## config.mk

```make
export PLATFORM = sky130hd
export DESIGN_NAME = zcd_capture_sequencer_flat
export DESIGN_NICKNAME = d
export VERILOG_FILES = /design/src/rtl/zcd_capture_sequencer_pkg.sv /design/src/rtl/zcd_capture_sequencer_if.sv /design/src/rtl/zcd_capture_sequencer_period_meter.sv /design/src/rtl/zcd_capture_sequencer.sv /design/src/flat_wrapper.sv
export SDC_FILE = /design/constraint.sdc
export NUM_CORES = 1
export LEC_CHECK = 0
export CELL_PAD_IN_SITES_DETAIL_PLACEMENT = 1
export CELL_PAD_IN_SITES_GLOBAL_PLACEMENT = 2
export CORE_MARGIN = 5
export CORE_UTILIZATION = 33
export DETAILED_ROUTE_END_ITERATION = 10
export GPL_TIMING_DRIVEN = 0
export PLACE_DENSITY = 0.8
export SLEW_MARGIN = 40
export SYNTH_ARGS = -nofsm -noshare
export SYNTH_HDL_FRONTEND = slang
export SYNTH_SLANG_ARGS = --single-unit
```

## constraint.sdc

```tcl
create_clock -name clk -period 3.55 [get_ports clk]
set_clock_uncertainty 0.2 [all_clocks]
set_input_delay 0.355 -clock clk [delete_from_list [all_inputs] [get_ports clk]]
set_output_delay 0.355 -clock clk [all_outputs]
set_load 0.05 [all_outputs]
```

## src/rtl/zcd_capture_sequencer_pkg.sv

```systemverilog
// Shared definitions for the zero-crossing capture path.
//   zcd_state_e    : capture sequencer FSM encoding
//   CFG_*          : config_reg field offsets shared with zero_crossing_detector
package zcd_capture_sequencer_pkg;

  typedef enum logic [1:0] {
    ST_IDLE    = 2'd0,
    ST_ARMED   = 2'd1,
    ST_CAPTURE = 2'd2,
    ST_DONE    = 2'd3
  } zcd_state_e;

  localparam int CFG_START_BIT = 0;
  localparam int CFG_ABORT_BIT = 1;
  localparam int CFG_SKIP_LSB  = 8;
  localparam int CFG_SKIP_W    = 8;

endpackage

```

## src/rtl/zcd_capture_sequencer_if.sv

```systemverilog
// ADC stream bundle for the capture sequencer.
//   in_data_valid/in_data          : raw ADC samples into the sequencer
//   out_data_valid/out_data/out_last: framed capture burst out of the sequencer
// master = stream source / burst sink, slave = the sequencer itself.
interface zcd_capture_sequencer_if #(
  parameter int DATA_W = 16
);
  logic              in_data_valid;
  logic [DATA_W-1:0] in_data;
  logic              out_data_valid;
  logic [DATA_W-1:0] out_data;
  logic              out_last;

  modport master (
    output in_data_valid, in_data,
    input  out_data_valid, out_data, out_last
  );

  modport slave (
    input  in_data_valid, in_data,
    output out_data_valid, out_data, out_last
  );
endinterface

```

## src/rtl/zcd_capture_sequencer_period_meter.sv

```systemverilog
// Sample-period meter: counts valid samples between consecutive crossings
// while the sequencer is armed and latches the count on each crossing.
//   clk, rst : clock, synchronous active-low reset
//   clr      : restart the sample counter (accepted start)
//   en       : sequencer is in ARMED
//   smp_vld  : ADC sample strobe
//   pulse    : crossing pulse
//   seen     : an earlier crossing was already seen in this ARMED episode
//   period   : samples between the last two crossings
module zcd_period_meter #(
  parameter int CNT_W = 32
) (
  input  logic             clk,
  input  logic             rst,
  input  logic             clr,
  input  logic             en,
  input  logic             smp_vld,
  input  logic             pulse,
  input  logic             seen,
  output logic [CNT_W-1:0] period
);

  logic [CNT_W-1:0] smp_cnt;

  function automatic logic [CNT_W-1:0] sat_inc(input logic [CNT_W-1:0] v);
    return (&v) ? v : v + CNT_W'(1);
  endfunction

  always_ff @(posedge clk) begin
    if (!rst) begin
      smp_cnt <= '0;
      period  <= '0;
    end else if (clr) begin
      smp_cnt <= '0;
    end else if (en) begin
      if (pulse) begin
        if (seen) period <= smp_cnt;
        // a sample landing on the crossing opens the new period
        smp_cnt <= smp_vld ? CNT_W'(1) : '0;
      end else if (smp_vld) begin
        smp_cnt <= sat_inc(smp_cnt);
      end
    end
  end

endmodule

```

## src/rtl/zcd_capture_sequencer.sv

```systemverilog
// Zero-crossing triggered capture sequencer. After a start it skips cfg_skip
// crossings, then forwards exactly cfg_len (min 1) ADC samples as a burst
// framed by out_last, followed by a one-cycle done pulse.
//   clk, rst              : clock, synchronous active-low reset
//   s_if (slave)          : ADC samples in, captured burst out
//   zcd_pulse             : crossing pulse from zero_crossing_detector
//   cfg_start/cfg_abort   : control pulses
//   cfg_skip/len/timeout  : configuration latched on an accepted start
//   busy, done            : status (ARMED/CAPTURE/DONE, burst complete)
//   timeout_err           : sticky, cleared by the next accepted start
//   out_period            : samples between the last two crossings in ARMED
module zcd_capture_sequencer
  import zcd_capture_sequencer_pkg::*;
#(
  parameter int DATA_W = 16,
  parameter int CNT_W  = 32,
  parameter int SKIP_W = 8,
  parameter int TMO_W  = 32
) (
  input  logic                 clk,
  input  logic                 rst,
  zcd_capture_sequencer_if.slave s_if,
  input  logic                 zcd_pulse,
  input  logic                 cfg_start,
  input  logic                 cfg_abort,
  input  logic [SKIP_W-1:0]    cfg_skip,
  input  logic [CNT_W-1:0]     cfg_len,
  input  logic [TMO_W-1:0]     cfg_timeout,
  output logic                 busy,
  output logic                 done,
  output logic                 timeout_err,
  output logic [CNT_W-1:0]     out_period
);

  zcd_state_e        state, state_nxt;
  logic [SKIP_W-1:0] skip_r, xcnt;
  logic [CNT_W-1:0]  len_r, cap_cnt, cap_nxt;
  logic [TMO_W-1:0]  tmo_r, tmo_cnt;
  logic              seen_r;
  logic              start_acc, trig, tmo_hit, cap_fire, cap_last;
  logic              vld_p1, last_p1;
  logic [DATA_W-1:0] dat_p1;

  function automatic logic [CNT_W-1:0] len_floor1(input logic [CNT_W-1:0] v);
    return (v == '0) ? CNT_W'(1) : v;
  endfunction

  always_ff @(posedge clk) begin
    if (!rst) state <= ST_IDLE;
    else      state <= state_nxt;
  end

  always_comb begin
    state_nxt = state;
    start_acc = 1'b0;
    trig      = 1'b0;
    tmo_hit   = 1'b0;
    cap_fire  = 1'b0;
    cap_last  = 1'b0;
    cap_nxt   = cap_cnt + CNT_W'(1);
    case (state)
      ST_IDLE: begin
        if (cfg_start && !cfg_abort) begin
          start_acc = 1'b1;
          state_nxt = ST_ARMED;
        end
      end
      ST_ARMED: begin
        if (cfg_abort) begin
          state_nxt = ST_IDLE;
        end else if (zcd_pulse && (xcnt == skip_r)) begin
          trig      = 1'b1;
          // cap_cnt is 0 here, so a coincident sample becomes sample 1
          cap_fire  = s_if.in_data_valid;
          cap_last  = cap_fire && (cap_nxt == len_r);
          state_nxt = cap_last ? ST_DONE : ST_CAPTURE;
        end else if ((tmo_r != '0) && (tmo_cnt == tmo_r - TMO_W'(1))) begin
          tmo_hit   = 1'b1;
          state_nxt = ST_IDLE;
        end
      end
      ST_CAPTURE: begin
        if (cfg_abort) begin
          state_nxt = ST_IDLE;
        end else if (s_if.in_data_valid) begin
          cap_fire = 1'b1;
          cap_last = (cap_nxt == len_r);
          if (cap_last) state_nxt = ST_DONE;
        end
      end
      ST_DONE: state_nxt = ST_IDLE;
      default: state_nxt = ST_IDLE;
    endcase
  end

  // Stage p1: registered capture outputs and sequencer bookkeeping
  always_ff @(posedge clk) begin
    if (!rst) begin
      vld_p1      <= 1'b0;
      last_p1     <= 1'b0;
      dat_p1      <= '0;
      busy        <= 1'b0;
      done        <= 1'b0;
      timeout_err <= 1'b0;
      skip_r      <= '0;
      len_r       <= CNT_W'(1);
      tmo_r       <= '0;
      xcnt        <= '0;
      seen_r      <= 1'b0;
      tmo_cnt     <= '0;
      cap_cnt     <= '0;
    end else begin
      vld_p1  <= cap_fire;
      last_p1 <= cap_last;
      if (cap_fire) begin
        dat_p1  <= s_if.in_data;
        cap_cnt <= cap_nxt;
      end
      busy <= (state_nxt != ST_IDLE);
      done <= (state == ST_DONE);
      if (start_acc) begin
        skip_r      <= cfg_skip;
        len_r       <= len_floor1(cfg_len);
        tmo_r       <= cfg_timeout;
        timeout_err <= 1'b0;
        xcnt        <= '0;
        seen_r      <= 1'b0;
        tmo_cnt     <= '0;
        cap_cnt     <= '0;
      end
      if (state == ST_ARMED) begin
        tmo_cnt <= tmo_cnt + TMO_W'(1);
        if (zcd_pulse) begin
          seen_r <= 1'b1;
          if (!trig) xcnt <= xcnt + SKIP_W'(1);
        end
      end
      if (tmo_hit) timeout_err <= 1'b1;
    end
  end

  assign s_if.out_data_valid = vld_p1;
  assign s_if.out_last       = last_p1;
  assign s_if.out_data       = dat_p1;

  zcd_period_meter #(.CNT_W(CNT_W)) u_period (
    .clk     (clk),
    .rst     (rst),
    .clr     (start_acc),
    .en      (state == ST_ARMED),
    .smp_vld (s_if.in_data_valid),
    .pulse   (zcd_pulse),
    .seen    (seen_r),
    .period  (out_period)
  );

endmodule

```

## src/flat_wrapper.sv

```systemverilog
// flat-port wrapper written by rule: the top's interface ports become plain ports
module zcd_capture_sequencer_flat import zcd_capture_sequencer_pkg::*;
#(
  parameter int DATA_W = 16,
  parameter int CNT_W  = 32,
  parameter int SKIP_W = 8,
  parameter int TMO_W  = 32
)
  (clk, rst, zcd_pulse, cfg_start, cfg_abort, cfg_skip, cfg_len, cfg_timeout, busy, done, timeout_err, out_period, s_if_in_data_valid, s_if_in_data, s_if_out_data_valid, s_if_out_data, s_if_out_last);
  zcd_capture_sequencer_if #(.DATA_W(DATA_W)) s_if_i ();
  input  logic clk;
  input  logic rst;
  input  logic zcd_pulse;
  input  logic cfg_start;
  input  logic cfg_abort;
  input  logic [SKIP_W-1:0] cfg_skip;
  input  logic [CNT_W-1:0] cfg_len;
  input  logic [TMO_W-1:0] cfg_timeout;
  output logic busy;
  output logic done;
  output logic timeout_err;
  output logic [CNT_W-1:0] out_period;
  input wire logic [$bits(s_if_i.in_data_valid)-1:0] s_if_in_data_valid;
  input wire logic [$bits(s_if_i.in_data)-1:0] s_if_in_data;
  output wire logic [$bits(s_if_i.out_data_valid)-1:0] s_if_out_data_valid;
  output wire logic [$bits(s_if_i.out_data)-1:0] s_if_out_data;
  output wire logic [$bits(s_if_i.out_last)-1:0] s_if_out_last;
  assign s_if_i.in_data_valid = s_if_in_data_valid;
  assign s_if_i.in_data = s_if_in_data;
  assign s_if_out_data_valid = s_if_i.out_data_valid;
  assign s_if_out_data = s_if_i.out_data;
  assign s_if_out_last = s_if_i.out_last;
  zcd_capture_sequencer #(.DATA_W(DATA_W), .CNT_W(CNT_W), .SKIP_W(SKIP_W), .TMO_W(TMO_W)) u_core (.clk(clk), .rst(rst), .s_if(s_if_i), .zcd_pulse(zcd_pulse), .cfg_start(cfg_start), .cfg_abort(cfg_abort), .cfg_skip(cfg_skip), .cfg_len(cfg_len), .cfg_timeout(cfg_timeout), .busy(busy), .done(done), .timeout_err(timeout_err), .out_period(out_period));
endmodule
```

==> results of run 1 <==
==> registers in the layout, indices dropped and copies added, names as in the netlist, 2 cells and up <==
register / count
u_core.u_period.period: 32
u_core.s_if.out_data: 16
u_core.cap_cnt: 32
u_core.skip_r: 8
u_core.state: 2
u_core.tmo_r: 32
u_core.xcnt: 8
u_core.u_period.smp_cnt: 32
u_core.tmo_cnt: 32
u_core.len_r: 32
==> worst max-delay path: stages, from the launching register on <==
cell      delay, ns
dfxtp_1        0.35
inv_1          0.11
ha_4           0.18
nor4b_4        0.28
nand3_2        0.27
o21ai_1        0.29
nand4_1        0.14
nand4b_1       0.26
or4_1          0.44
or4_4          0.49
a21oi_2        0.20
o32ai_1        0.10
==> metrics by stage <==
| step | area, um^2 | hold slack (ns) |
|---|---|---|
| 2_1_floorplan | 11700 | 0.232 |
| 3_3_place_gp | 13700 | 0.241 |
| 5_1_grt | 14900 | 0.117 |
| 6_report | 14900 | 0.138 |
| 4_1_cts | 14700 | 0.108 |
| 3_5_place_dp | 13800 | 0.250 |
==> per-layer routing <==
layer | part of all wire | GRT usage | wire, um | up-vias
li1 | - | - | - | 5531
met1 | 0.46 | 0.260 | 18100 | 5477
met2 | 0.47 | 0.334 | 18500 | 179
met3 | 0.045 | 0.0371 | 1760 | 43
met4 | 0.019 | 0.0388 | 725 | 4
met5 | 0.00069 | 0 | 27 | -
==> cell usage in the layout (no fill, tap or decap), types with 8 or more instances in the layout <==
cell type,instances
a21oi_1,160
and2_1,8
and3_1,21
and4_1,10
buf_2,9
clkbuf_1,75
clkbuf_16,28
clkbuf_8,9
clkdlybuf4s50_1,145
dfxtp_1,232
ha_1,9
inv_1,20
mux2_2,8
nand2_1,321
nand2b_1,10
nand3_1,68
nand4_1,42
nor2_1,124
nor2b_1,9
nor3_1,31
nor4_1,17
o211ai_1,11
o21ai_0,20
or2_2,14
or3_1,11
xnor2_1,82
xor2_1,70
==> cells by family (layout without fill, tap and decap cells) <==
family / Yosys count / in the layout / synth area share
flip-flops: 232 / 232 / 0.396
AO/OA/AOI/OAI: 249 / 249 / 0.123
AND/OR/NAND/NOR: 741 / 741 / 0.307
adder cells (fa/ha/maj): 10 / 10 / 0.0107
XOR/XNOR: 152 / 152 / 0.114
buffers and inverters: 107 / 309 / 0.0351
multiplexers: 15 / 15 / 0.0137
==> area by class of cell <==
class | count | share of cell area
plain buffers | 87 | 0.0232
well taps | 461 | 0.0388
inverters | 20 | 0.00505
clock buffers | 41 | 0.0565
clock inverters | 10 | 0.00564
multi-input cells | 1167 | 0.457
flip-flops and latches | 232 | 0.312
repair buffers | 151 | 0.101
==> cell usage after synthesis, types with 4 or more instances <==
library cell | instances | area share
nand2_1 | 321 | 0.10
a21oi_1 | 160 | 0.068
a211oi_1 | 7 | 0.0045
inv_1 | 20 | 0.0064
nand4_1 | 42 | 0.022
o211ai_1 | 11 | 0.0070
a31oi_1 | 6 | 0.0032
clkbuf_1 | 77 | 0.025
mux2i_1 | 7 | 0.0060
and3_1 | 21 | 0.011
or3_1 | 11 | 0.0059
nand2b_1 | 10 | 0.0053
ha_1 | 10 | 0.011
nand3_1 | 69 | 0.029
a41oi_1 | 4 | 0.0030
o21a_1 | 4 | 0.0026
or2_2 | 14 | 0.0075
dfxtp_1 | 232 | 0.40
xnor2_1 | 82 | 0.061
nand3b_1 | 6 | 0.0038
or4_1 | 7 | 0.0045
nor2_1 | 127 | 0.041
nor3b_1 | 6 | 0.0038
nor2b_1 | 9 | 0.0048
xor2_1 | 70 | 0.052
and2_1 | 8 | 0.0043
mux2_2 | 8 | 0.0077
and4_1 | 10 | 0.0075
buf_2 | 8 | 0.0034
nor3_1 | 32 | 0.014
o21ai_0 | 23 | 0.0098
nor4_1 | 23 | 0.012
==> worst min path at each step <==
stage	cells past startpoint	to	slack (ns)
after global placement	2	u_core.s_if.out_data[15]$_SDFFE_PN0P_	0.24
after detailed placement	2	u_core.u_period.period[25]$_SDFFE_PN0P_	0.25
after floorplan	2	u_core.u_period.period[20]$_SDFFE_PN0P_	0.23
final	3	u_core.s_if.out_data[15]$_SDFFE_PN0P_	0.14
after CTS	3	u_core.tmo_r[3]$_SDFFE_PN0P_	0.11
after global routing	3	u_core.s_if.out_data[3]$_SDFFE_PN0P_	0.12
==> repair_timing <==
| item | CTS | global route |
|---|---|---|
| setup buffers | 1 | 4 |
| gates resized for setup | 10 | 21 |
| hold buffers | 1 | 0 |
| endpoints found under the setup margin | 34 | 32 |
| cloned | 0 | 0 |
| endpoints found under the hold margin | 1 | 0 |
| pin swaps | 1 | 5 |
==> power by group through the flow <==
stage / Combinational (mW) / Sequential [mW] / Clock [mW]
final: 1.25 / 2.80 / 2.84
after global routing: 1.38 / 2.81 / 3.04
after CTS: 1.24 / 2.80 / 2.93
after detailed placement: 1.22 / 2.85 / 0
after global placement: 1.19 / 2.85 / 0
after floorplan: 0.760 / 2.85 / 0
==> impl_metrics.json, run 1 <==
{
  "fin_crit_ns": 3.45,
  "cts_tree": "built",
  "ant_nets": 0,
  "coreArea_um2": 35300,
  "p_switching_mw": 2.05,
  "ys_warn_count": 0,
  "dp_hpwl_mm": 29.6,
  "drive_gt1_frac": 0.0726,
  "critPathRequiredTime_ns": 3.79,
  "clkSinkCount": 232,
  "r2r_cells": 11,
  "seq_area_um2": 4640,
  "combPwrFrac": 0.182,
  "relSlewSlack": 0.449,
  "rsz0062_at_grt": "yes",
  "synth_ff_type": "dfxtp_1",
  "crit_path_end": "u_core.busy$_SDFF_PN0_",
  "post_synth.cell_area_avg_um2": 7.78,
  "nNetsFinal": 1791,
  "p_clk_frac": 0.412,
  "antennaDiodeCount": 0,
  "path_max_fanout": 7,
  "ir_worst_vdd_mv": 0.362,
  "synth_edf_count": 0,
  "firstDrtPassIters": 5,
  "drt_wl_total_mm": 39.2,
  "cts-root-buf": "clkbuf_16",
  "groute.usage.overall": 0.195,
  "clk_latency_ns": 0.57,
  "max_slew.worst_pin.slew_ns": 0.827,
  "grt_pass1_wl_mm": 62.6,
  "finalSetupViolCount": 0,
  "p_seq_frac": 0.407,
  "syn_nets": 1610,
  "vias_per_cell": 5.18,
  "hold_violations": 0,
  "fmax_ghz": 0.290,
  "dp.cells": 2112,
  "vias": 11234,
  "multi_input_area_um2": 6800,
  "status": "finished clean",
  "drt_iter0_drc": 468,
  "fillers": 4319,
  "pre_cts_ws_ns": -0.423,
  "cap_violations": 0,
  "ys_seq_area_frac": 0.396,
  "stdcell_count": 2169,
  "drc_errors": 0,
  "antenna_found_initial": 2,
  "num_rows": 69,
  "ys_ff_latch": 232,
  "die_h_um": 198,
  "r2r_setup_slack_ns": 0.1,
  "syn2layout_area_growth_pct": 26.8,
  "synthDistinctLibCells": 68,
  "clockBufferDepth": 3,
  "clk_pin_slew_ns": 0.06,
  "p_per_area_nw_per_um2": 464,
  "start_util": 0.332,
  "hp-class": "input pin to register",
  "routabilityCongestion": 0.861,
  "utilization": 0.421,
  "cts_buffers": 28,
  "overflow": 0,
  "cp-start-kind": "register",
  "p_total_mw": 6.89,
  "grt_max_degree": 16,
  "design.die.area_um2": 39400,
  "swShare": 0.298,
  "arrival_ns": 3.69,
  "setup_ws_ns": 0.0979,
  "tns_ns": 0,
  "synth_async_sr_flop_share": 0,
  "finalCritPeriodShare": 0.972,
  "wl_per_cell_um": 18.1,
  "p_leak_nw": 5.06,
  "hp-start": "s_if_in_data[15]",
  "syn-cell-area_um2": 11700,
  "drv_slew": 0,
  "r2r-end": "u_core.busy$_SDFF_PN0_",
  "io_buffers": 145,
  "ios": 147,
  "first_global_vias": 11703,
  "power.internal_mw": 4.84,
  "die_w_um": 198,
  "htreeDepth": 1,
  "cp-end-kind": "register",
  "critical_path_class": "register to register",
  "netlist_instances": 1506,
  "startpoint": "u_core.tmo_r[0]$_SDFFE_PN0P_",
  "r2r_start": "u_core.tmo_r[0]$_SDFFE_PN0P_"
}
Power figures use the tool's default switching activity.
==> run 2: changes to the inputs <==
CORE_MARGIN = 1   (was 5)
SLEW_MARGIN = unset   (was 40)
==> impl_metrics.json, run 2 (synthesis results as in run 1) <==
{
  "htreeDepth": 1,
  "antennaDiodeCount": 0,
  "p_leak_nw": 5.05,
  "p_switching_mw": 2.05,
  "p_per_area_nw_per_um2": 477,
  "cts_buffers": 28,
  "critical_path_class": "register to register",
  "coreArea_um2": 34700,
  "ios": 147,
  "fmax_ghz": 0.292,
  "wl_per_cell_um": 18.0,
  "drt_iter0_drc": 496,
  "die_w_um": 190,
  "p_seq_frac": 0.394,
  "critPathRequiredTime_ns": 3.76,
  "nNetsFinal": 1788,
  "fin_area_um2": 14900,
  "drv_slew": 0,
  "final_cell_mix": "nand2_1 (321), dfxtp_1 (232), a21oi_1 (160), clkdlybuf4s50_1 (145), nor2_1 (124)",
  "groute.usage.overall": 0.215,
  "cp-end-kind": "register",
  "swShare": 0.288,
  "firstDrtPassIters": 5,
  "die_h_um": 190,
  "finalCritPeriodShare": 0.965,
  "mostFrequentLayoutCell": "nand2_1",
  "cp-start-kind": "register",
  "hp-class": "input pin to register",
  "ant_nets": 0,
  "power.internal_mw": 5.05,
  "routabilityCongestion": 0.856,
  "arrival_ns": 3.63,
  "path_max_fanout": 7,
  "clk_pin_slew_ns": 0.06,
  "status": "finished clean",
  "dp_hpwl_mm": 29.0,
  "hold_violations": 0,
  "first_global_vias": 11521,
  "drc_errors": 0,
  "grt_pass1_wl_mm": 62.4,
  "max_slew.worst_pin.slew_ns": 0.970,
  "io_buffers": 145,
  "utilization": 0.429,
  "fin_crit_ns": 3.43,
  "clockBufferDepth": 3,
  "combPwrFrac": 0.177,
  "p_clk_frac": 0.429,
  "design.die.area_um2": 36300,
  "finalSetupViolCount": 0,
  "cap_violations": 0,
  "syn2layout_area_growth_pct": 27.0,
  "clkSinkCount": 232,
  "drt_wl_total_mm": 38.9,
  "grt_max_degree": 15,
  "start_util": 0.338,
  "relSlewSlack": 0.353,
  "vias": 11203,
  "vias_per_cell": 5.19,
  "cts-root-buf": "clkbuf_16",
  "antenna_found_initial": 0,
  "ir_worst_vdd_mv": 0.357,
  "cts_tree": "built",
  "drive_gt1_frac": 0.0692,
  "rsz0062_at_grt": "yes",
  "clk_latency_ns": 0.56,
  "num_rows": 68,
  "overflow": 0,
  "p_total_mw": 7.10,
  "place_area_um2": 13700
}
run 2: cell types whose count changed in the layout (fill, tap and decap cells not counted), moves of 2 or more:
cell / change
clkbuf_2: -2
clkinvlp_4: -2
o21ai_1: -2
buf_4: -2
clkbuf_1: +4
clkbuf_8: -3
bufinv_16: +4
run 2: per-layer routing:
layer  wire [um]  GRT usage  vias up
li1            -          -     5543
met1       19000      0.298     5459
met2       17800      0.349      148
met3        1190     0.0276       53
met4         990     0.0585        0
met5           0          0        -
run 2: critical path, cell delays in order (launching register included):
cell and delay (ns):
dfxtp_1 0.36, inv_1 0.11, ha_4 0.18, nor4b_4 0.23, buf_4 0.18, nand3_4 0.14
o21ai_2 0.22, nand4_1 0.14, nand4b_1 0.27, or4_1 0.43, or4_4 0.49, a21oi_2 0.19
o32ai_1 0.11
run 2: final cells by class:
| class | instances | area [um^2] |
|---|---|---|
| well taps | 455 | 569 |
| inverters | 20 | 75.1 |
| multi-input cells | 1167 | 6800 |
| plain buffers | 87 | 342 |
| clock buffers | 39 | 802 |
| clock inverters | 11 | 170 |
| repair buffers | 148 | 1470 |
| fillers | 4221 | 19800 |
| flip-flops and latches | 232 | 4640 |
run 2: path summary, 6_finish.rpt:
kind | startpoint | end | cells past startpoint | slack, ns
max | u_core.tmo_r[0]$_SDFFE_PN0P_ | u_core.busy$_SDFF_PN0_ | 12 | 0.12
min | rst | u_core.len_r[0]$_SDFFE_PN1P_ | 2 | 0.02
max reg2reg | u_core.tmo_r[0]$_SDFFE_PN0P_ | u_core.busy$_SDFF_PN0_ | 12 | 0.12
min reg2reg | u_core.u_period.smp_cnt[20]$_SDFFE_PP0P_ | u_core.u_period.period[20]$_SDFFE_PN0P_ | 2 | 0.25
run 2: per-stage QoR:
step           worst slack [ns]  hold slack, ns  TNS (ns)  instances
3_3_place_gp             -0.397           0.242     -3.43       2106
5_1_grt                 -0.0524          0.0505   -0.0524       2159
6_report                  0.124          0.0191         0       2159
3_5_place_dp             -0.425           0.249     -4.33       2106
2_1_floorplan             0.461           0.232         0       1506
4_1_cts                  -0.105         0.00202    -0.105       2158
run 2: power groups by stage:
stage               Combinational (mW)  Clock [mW]  Sequential (mW)
floorplan                        0.760           0             2.85
global placement                  1.20           0             2.85
detailed placement                1.21           0             2.85
CTS                               1.25        3.12             2.80
global route                      1.38        3.23             2.81
finish                            1.26        3.04             2.80
run 2: timing repair:
| action | CTS | global route |
|---|---|---|
| pin swaps | 1 | 7 |
| hold endpoints to repair | 0 | 0 |
| resized for setup | 8 | 23 |
| hold buffers | 0 | 0 |
| buffers inserted | 2 | 1 |
| endpoints found under the setup margin | 30 | 37 |
